--- config.mk ---
export PLATFORM = sky130hd
export DESIGN_NAME = div_ctrl
export DESIGN_NICKNAME = d
export VERILOG_FILES = /design/src/rtl/div_ctrl_pkg.sv /design/src/rtl/div_ctrl_step.sv /design/src/rtl/div_ctrl.sv
export SDC_FILE = /design/constraint.sdc
export NUM_CORES = 1
export LEC_CHECK = 0
export CORE_MARGIN = 5
export CORE_UTILIZATION = 40
export CTS_CLUSTER_SIZE = 24
export DETAILED_ROUTE_END_ITERATION = 10
export DONT_BUFFER_PORTS = 1
export SYNTH_ARGS = -nofsm -noshare
export SYNTH_HDL_FRONTEND = slang
export SYNTH_SLANG_ARGS = --single-unit
--- constraint.sdc ---
create_clock -name clk -period 8.3 [get_ports clk]
set_input_delay 0 -clock clk [delete_from_list [all_inputs] [get_ports clk]]
set_output_delay 0 -clock clk [all_outputs]
set_load 0.005 [all_outputs]
--- src/rtl/div_ctrl_pkg.sv ---
// Shared constants and state encoding for the HI/LO divide controller.
// No logic; pure declarations.
// No flow control.
package div_ctrl_pkg;

    typedef enum logic [1:0] {
        DivFree   = 2'b00,
        DivByZero = 2'b01,
        DivOn     = 2'b10,
        DivEnd    = 2'b11
    } div_state_e;

    // Reset is active-low, so "reset asserted" compares against 0.
    localparam logic RstEnable         = 1'b0;
    localparam logic WriteEnable       = 1'b1;
    localparam logic WriteDisable      = 1'b0;
    localparam logic DivResultReady    = 1'b1;
    localparam logic DivResultNotReady = 1'b0;
    localparam logic DivStart          = 1'b1;
    localparam logic DivStop           = 1'b0;

endpackage

--- src/rtl/div_ctrl_step.sv ---
// One restoring-division iteration: shift {R,Q} left, trial-subtract D.
// Purely combinational, zero latency.
// No flow control.
module div_ctrl_step #(
    parameter int WIDTH = 32
) (
    input  logic [WIDTH:0]   r,
    input  logic [WIDTH-1:0] q,
    input  logic [WIDTH:0]   d,
    output logic [WIDTH:0]   r_next,
    output logic [WIDTH-1:0] q_next
);

    // One extra bit above the shifted remainder so the trial sign is exact.
    logic [WIDTH+1:0] r_sh;
    logic [WIDTH+1:0] trial;
    logic             neg;

    assign r_sh  = {r, q[WIDTH-1]};
    assign trial = r_sh - {1'b0, d};
    assign neg   = trial[WIDTH+1];

    assign r_next = neg ? r_sh[WIDTH:0] : trial[WIDTH:0];
    assign q_next = {q[WIDTH-2:0], ~neg};

endmodule

--- src/rtl/div_ctrl.sv ---
// Iterative DIV/DIVU controller: remainder to HI, quotient to LO.
// Latency 33 cycles (2 for divide-by-zero) from request to HI/LO write.
// Stalls the pipeline while busy; annul_i aborts without writing HI/LO.
module div_ctrl
    import div_ctrl_pkg::*;
#(
    parameter int WIDTH = 32
) (
    input  logic             clk,
    input  logic             rst,
    input  logic             start_i,
    input  logic             signed_i,
    input  logic             annul_i,
    input  logic [WIDTH-1:0] opdata1_i,
    input  logic [WIDTH-1:0] opdata2_i,
    output logic             stall_o,
    output logic             ready_o,
    output logic             hilo_we_o,
    output logic [WIDTH-1:0] hi_o,
    output logic [WIDTH-1:0] lo_o
);

    localparam int CW = (WIDTH > 1) ? $clog2(WIDTH) : 1;
    localparam logic [CW-1:0] LAST = CW'(WIDTH - 1);

    div_state_e       state, state_nx;
    logic [CW-1:0]    cnt;
    logic             sgn_q, s1_q, s2_q;
    logic [WIDTH:0]   r_q, d_q, r_nx;
    logic [WIDTH-1:0] q_q, q_nx;
    logic [WIDTH-1:0] hi_q, lo_q;
    logic [WIDTH-1:0] mag1, mag2, lo_fix, hi_fix, dz_hi;
    logic             req;

    assign req  = (start_i == DivStart) && (annul_i == DivStop);
    assign mag1 = (signed_i && opdata1_i[WIDTH-1]) ? -opdata1_i : opdata1_i;
    assign mag2 = (signed_i && opdata2_i[WIDTH-1]) ? -opdata2_i : opdata2_i;

    div_ctrl_step #(.WIDTH(WIDTH)) u_step (
        .r      (r_q),
        .q      (q_q),
        .d      (d_q),
        .r_next (r_nx),
        .q_next (q_nx)
    );

    // Sign fixup applied to the final iteration's result.
    assign lo_fix = (sgn_q && (s1_q != s2_q)) ? -q_nx : q_nx;
    assign hi_fix = (sgn_q && s1_q) ? -r_nx[WIDTH-1:0] : r_nx[WIDTH-1:0];
    // Q still holds the dividend magnitude; re-negating restores the raw value.
    assign dz_hi  = (sgn_q && s1_q) ? -q_q : q_q;

    // State register.
    always_ff @(posedge clk) begin
        if (rst == RstEnable) state <= DivFree;
        else                  state <= state_nx;
    end

    // Next-state and handshake outputs; reset and annul suppress the write.
    always_comb begin
        state_nx  = state;
        stall_o   = 1'b0;
        ready_o   = DivResultNotReady;
        hilo_we_o = WriteDisable;
        case (state)
            DivFree: begin
                if (req) begin
                    stall_o  = 1'b1;
                    state_nx = (opdata2_i == '0) ? DivByZero : DivOn;
                end
            end
            DivByZero: begin
                stall_o  = 1'b1;
                state_nx = annul_i ? DivFree : DivEnd;
            end
            DivOn: begin
                stall_o = 1'b1;
                if (annul_i)          state_nx = DivFree;
                else if (cnt == LAST) state_nx = DivEnd;
            end
            DivEnd: begin
                state_nx = DivFree;
                if (!annul_i) begin
                    ready_o   = DivResultReady;
                    hilo_we_o = WriteEnable;
                end
            end
            default: state_nx = DivFree;
        endcase
        if (rst == RstEnable) begin
            state_nx  = DivFree;
            stall_o   = 1'b0;
            ready_o   = DivResultNotReady;
            hilo_we_o = WriteDisable;
        end
    end

    // Operand capture, iteration datapath and result registers.
    always_ff @(posedge clk) begin
        if (rst == RstEnable) begin
            cnt   <= '0;
            sgn_q <= 1'b0;
            s1_q  <= 1'b0;
            s2_q  <= 1'b0;
            r_q   <= '0;
            d_q   <= '0;
            q_q   <= '0;
            hi_q  <= '0;
            lo_q  <= '0;
        end else begin
            case (state)
                DivFree: begin
                    if (req) begin
                        sgn_q <= signed_i;
                        s1_q  <= opdata1_i[WIDTH-1];
                        s2_q  <= opdata2_i[WIDTH-1];
                        d_q   <= {1'b0, mag2};
                        q_q   <= mag1;
                        r_q   <= '0;
                        cnt   <= '0;
                    end
                end
                DivByZero: begin
                    if (!annul_i) begin
                        lo_q <= '1;
                        hi_q <= dz_hi;
                    end
                end
                DivOn: begin
                    if (!annul_i) begin
                        r_q <= r_nx;
                        q_q <= q_nx;
                        cnt <= cnt + 1'b1;
                        if (cnt == LAST) begin
                            lo_q <= lo_fix;
                            hi_q <= hi_fix;
                        end
                    end
                end
                default: ;
            endcase
        end
    end

    assign hi_o = hi_q;
    assign lo_o = lo_q;

endmodule
After elaboration in Yosys (flattened, before gate mapping)
Cells that the tools add are included.
- register bits: 171
- input bits: 69
- output and inout port bits: 67
- logic and storage cells: 78
- add/subtract/negate cells: 7
- equal/unequal tests: 10
- muxes and demuxes: 35
- bitwise gates (word level): 2
- reduce and logical (&&, ||, !) cells: 14
- operators with widths (cell ; number):
    $mux W32 ; 13
    $pmux W32 S2 ; 3
    $neg A32 Y32 ; 5
    $mux W33 ; 3
    $pmux W33 S2 ; 1
    $sub A34 B32 Y34 ; 1
    $logic_not A32 Y1 ; 1
    $mux W2 ; 5
    $mux W5 ; 2
    $pmux W5 S2 ; 1
    $ne A2 B2 Y1 const B ; 4
    $pmux W2 S4 ; 1
    $add A5 B1 Y5 const B ; 1
    $eq A5 B5 Y1 const B ; 1
    $logic_and A1 B1 Y1 ; 5
    $mux W1 ; 5
    $eq A2 B2 Y1 const B ; 2
    $reduce_and A2 Y1 ; 2
    $reduce_and A4 Y1 ; 1
    $reduce_bool A2 Y1 ; 2
    $ne A3 B3 Y1 const B ; 1
    $reduce_and A3 Y1 ; 1
    $eq A2 B1 Y1 const B ; 1
    $logic_not A2 Y1 ; 1
    other kinds (4) ; 5

Logic depth before layout (Yosys ltp)
- depth after elaboration: 7
- mapped depth: 21
- gate-level depth less buffers: 18

Hierarchy
Synthesis repeated with hierarchy kept, for this count alone.
- cell total of the unflattened synthesis: 1751
- area total of the unflattened synthesis: 13376.6 um2
- modules (own cells, without submodules) (module ; instances ; cells each ; area each (um2) ; seq. area each (um2)):
    div_ctrl ; 1 ; 1328 ; 10422.5 ; 3423.3
    div_ctrl_step ; 1 ; 423 ; 2954.1 ; 0.0

Worst setup path before layout
No wires, ideal clock.
- kind: reg-to-reg
- from: reg d_q[26]
- to: reg lo_q[28] (netlist: lo_o[28])
- setup time: 132 ps
- arrival time: 3844 ps
- required time: 8168 ps
- path slack: 4323 ps
- cell stages (with the launch flop): 20
- buffers on the path: 3
- period minus slack after synthesis: 3977 ps
- path through: dfxtp_1 > inv_1 > ha_1 > a21o_1 > a221oi_2 > o31ai_1 > a221o_1 > nor3_4 > nor2_4 > inv_2 > buf_2 > buf_1 > clkbuf_1 > ha_1 > nand3_1 > nor2_1 > nand2_1 > o21ai_0 > xor2_1 > a21oi_1
- word-level cells in the longest chain between the ends: 7
- ends and longest elaborated chain (what ; line ; source):
    start, declared ; div_ctrl.sv:29 ; logic [WIDTH:0] r_q, d_q, r_nx;
    start signal, assigned ; div_ctrl.sv:117 ; d_q <= {1'b0, mag2};
    $sub A34 B32 Y34 ; div_ctrl_step.sv:20 ; assign trial = r_sh - {1'b0, d};
    $not A1 Y1 ; div_ctrl_step.sv:24 ; assign q_next = {q[WIDTH-2:0], ~neg};
    $neg A32 Y32 ; div_ctrl.sv:48 ; assign lo_fix = (sgn_q && (s1_q != s2_q)) ? -q_nx : q_nx;
    $mux W32 ; div_ctrl.sv:48 ;
    $mux W32 ; div_ctrl.sv:134 ; if (cnt == LAST) begin
    $mux W32 ; div_ctrl.sv:130 ; if (!annul_i) begin
    $pmux W32 S2 ; div_ctrl.sv:111 ; case (state)
    end signal, assigned ; div_ctrl.sv:135 ; lo_q <= lo_fix;
    end, declared ; div_ctrl.sv:31 ; logic [WIDTH-1:0] hi_q, lo_q;
No other way between the ends. The select of a mux whose other input is x is not followed.
A chain may end at the register's enable or synchronous reset.

Final worst setup path
- from: reg r_q[23]
- to: reg hi_q[22] (netlist: hi_o[22])
- word-level cells in the longest chain between the ends: 7
- ends and longest elaborated chain (what ; line ; source):
    start, declared ; div_ctrl.sv:29 ;
    start signal, assigned ; div_ctrl.sv:131 ; r_q <= r_nx;
    $sub A34 B32 Y34 * ; div_ctrl_step.sv:20 ;
    $mux W33 * ; div_ctrl_step.sv:23 ; assign r_next = neg ? r_sh[WIDTH:0] : trial[WIDTH:0];
    $neg A32 Y32 ; div_ctrl.sv:49 ; assign hi_fix = (sgn_q && s1_q) ? -r_nx[WIDTH-1:0] : r_nx[WIDTH-1:0];
    $mux W32 * ; div_ctrl.sv:49 ;
    $mux W32 * ; div_ctrl.sv:134 ;
    $mux W32 * ; div_ctrl.sv:130 ;
    $pmux W32 S2 * ; div_ctrl.sv:111 ;
    end signal, assigned ; div_ctrl.sv:126 ; hi_q <= dz_hi;
    end signal, assigned ; div_ctrl.sv:136 ; hi_q <= hi_fix;
    end, declared ; div_ctrl.sv:31 ;
Mark *: on every way between the ends. The rest lies on a longest branch, timed or not. The select of a mux whose other input is x is not followed.

==> impl_metrics.csv <==
group,metric,value,unit
routing,top_layer,"met4",
timing,period_minus_slack,4.90,ns
global_routing,gr-usage-all-layers,25.1,%
timing,fin_crit_sh,59.0,%
logic_synthesis,synth_area_per_cell,7.26,sq um
routing,vias_per_cell,5.98,
place,io_buffers,0,
timing,maxSlewHeadroom,26.2,%
floorplan,start_util,40.4,%
setup_path,crit_type,"reg2reg",
logic_synthesis,ys_warn_count,0,
timing,max_slew.worst_pin.slew,1.10,ns
routing,firstDrtPassIters,7,
setup_path,slowest_stage,"buf_4",
logic_synthesis,yosys-mux-area-fraction,2.23,%
logic_synthesis,synth_adder_area_share,4.58,%
setup_path,cp.depth,14,
pwr,ir_drop,177,uV
timing,setup-violations-final,0,
timing,final.setup.tns,0,ns
logic_synthesis,synth.most_common_cell,"nor2_1",
place,gp_congestion,0.937,
run_status,status,"complete, no violations",
timing,maxSlewViolCount,0,
timing,hold_viol,0,
clocking,cts_buffers,17,
logic_synthesis,ys_types,91,
final_layout,fillCellCount,3226,
routing,wl_met3,3.80,mm
global_routing,antenna_found_initial,0,
final_layout,drive_gt1_share,5.39,%
final_layout,fin_nets,1846,
clocking,cts.clk_slew.worst_paths,0.08,ns
setup_path,crit_top_cell,"ha_1",
floorplan,fp.coreArea,31500,sq um
logic_synthesis,synth_top_cell_by_area,"dfxtp_1",
routing,drt_iter0_markers,1140,
logic_synthesis,post-synth-top-area-fraction,26.9,%
pwr,pwr_density_cell,264,nW/um^2
setup_path,reg2regPathDepth,14,
pwr,p_leak,0.00511,uW
final_layout,antenna-diode-count,0,
timing,fin_skew,0.0205,ns
logic_synthesis,syn_inst,1752,
setup_path,path_buf_inv,1,
logic_synthesis,synth-async-reset-ratio,0,%
logic_synthesis,synth_flop_cell,"dfxtp_1",
logic_synthesis,yosysSeqAreaShare,26.9,%
routing,wl,45.6,mm
setup_path,critPathMaxStageDelay,0.55,ns
routing,met1_length,20.9,mm
pwr,finalPower,3750,uW
setup_path,cp.required,8.64,ns
timing,max_freq,204,MHz
global_routing,grt_max_degree,73,
setup_path,arrival,5.24,ns
logic_synthesis,synth_edf_count,0,
timing,setup_slack,3.40,ns
global_routing,grt_pass1_wl,71.8,mm
job,cap_violations,0,
timing,hold_ws,0.0166,ns
routing,routed-wl-met2,19.8,mm
timing,rsz0062_at_grt,"no",
floorplan,row_count,65,
logic_synthesis,yosys-top-cells-area,"dfxtp_1 27%, a21oi_1 7.9%, nor2_1 6.0%",
setup_path,start_kind,"flop",
floorplan,die_area,35500,sq um
routing,final_antenna_net_count,0,
logic_synthesis,synth_area,12700,sq um
routing,post-route-drc-count,0,
setup_path,timing.critical_path.to_type,"flop",
clocking,cts_tree,"built",
logic_synthesis,synthTopCellsByCount,"204 x nor2_1, 202 x a21oi_1, 194 x nand2_1",
logic_synthesis,synth_seq_cells,171,
final_layout,area_growth,11.6,%
place,place_ws,3.50,ns
floorplan,fp.dieW,188,um
place,dp_hpwl,33.4,mm
logic_synthesis,synth_nets,1867,
logic_synthesis,yosys.area_share.simple,22.4,%
logic_synthesis,synth-compound-area-share,27.5,%
worst_hold_path,whs_path_depth,4,
clocking,cts-root-buf,"clkbuf_16",
clocking,cts_hold_buf,77,
setup_path,cp_top_family,"compound AO/OA/AOI/OAI gates",
clocking,clock_sinks,171,
clocking,cts_setup_buffers,0,
setup_path,cp_max_fo,47,
logic_synthesis,synth_top_family_by_area,"compound AO/OA/AOI/OAI gates",
final_layout,post-route-util,45.1,%
clocking,clockBufferDepth,2,
clocking,clk_latency,0.45,ns
global_routing,grt_pass1_vias,12300,
setup_path,path_cells,"ha_1, a21o_1, a221oi_2, o31ai_1, a221o_1, o21a_2, nor2_4, buf_4, mux2i_1, ha_1, o221ai_2, nor3_4, nand3_1, a311o_1",
floorplan,die_h,188,um
floorplan,num_io_pins,136,
clocking,cts-htree-levels,4,
routing,drt-wirelength-per-cell,21.2,um
global_routing,overflow,0,
clocking,cts.repair.resized,0,
worst_hold_path,hold_path_class,"in2reg",
logic_synthesis,synthXorXnorAreaFrac,10.5,%
routing,dr_total_vias,12800,
[flip-flops by register name (all words and copies together) (netlist names)]
name / count
state: 2
q_q: 32
s2_q: 1
s1_q: 1
d_q: 32
r_q: 33
cnt: 5
sgn_q: 1
lo_o: 32
hi_o: 32
[through the flow]
| step | std cells | area [sq um] |
|---|---|---|
| global route | 2146 | 14200 |
| global placement | 2037 | 12800 |
| finish | 2146 | 14200 |
| floorplan | 1752 | 12700 |
| CTS | 2146 | 14200 |
| detailed placement | 2037 | 12800 |
[logic make-up (layout without fill, tap and decap cells)]
| family | after synthesis | count (layout) |
|---|---|---|
| compound gates | 558 | 558 |
| xor+xnor | 153 | 153 |
| fa+ha+maj | 46 | 46 |
| buf+inv | 187 | 179 |
| flops | 171 | 171 |
| mux | 27 | 27 |
| simple gates | 610 | 610 |
[power breakdown]
part	internal, uW	switching, uW	total, uW
sequential	940	160	1100
combinational	605	1220	1820
clock	417	417	834
[final cells by class]
class	count	area [sq um]	area share [%]
clock inverters	14	166	1.17
repair buffers	88	863	6.08
well taps	402	503	3.54
inverters	59	223	1.57
multi-input cells	1394	8580	60.4
flip-flops and latches	171	3420	24.1
clock buffers	18	439	3.09
[routing by layer]
| metal | vias to the layer above | track usage (%) |
|---|---|---|
| met5 | - | 0 |
| met4 | 0 | 6.87 |
| met3 | 63 | 5.00 |
| met2 | 470 | 38.4 |
| met1 | 6090 | 36.2 |
| li1 | 6209 | - |
[worst min-delay path: stages]
cell	delay [ns]
nor2_1	0.03
a21oi_1	0.14
xnor2_1	0.17
a211oi_1	0.08
[worst paths after layout]
| check | to | slack, ns | start |
|---|---|---|---|
| setup / recovery | hi_o[22]$_SDFFE_PN0P_ | 3.40 | r_q[23]$_SDFFE_PN0P_ |
| hold reg to reg | d_q[22]$_SDFFE_PN0P_ | 0.46 | d_q[22]$_SDFFE_PN0P_ |
| setup reg to reg | hi_o[22]$_SDFFE_PN0P_ | 3.40 | r_q[23]$_SDFFE_PN0P_ |
| hold / removal | d_q[21]$_SDFFE_PN0P_ | 0.02 | opdata2_i[20] |
[placed cells by master (no fill, tap or decap), types with 23 or more instances in the layout]
cell,count
a21oi_1,202
nor2_1,200
nand2_1,194
dfxtp_1,171
o21ai_0,131
xnor2_1,81
dlygate4sd3_1,76
xor2_1,72
inv_1,56
a211oi_1,52
nor3_1,52
ha_1,44
or3_1,31
mux2i_1,25
nand3_1,23
Power figures use the tool's default switching activity.
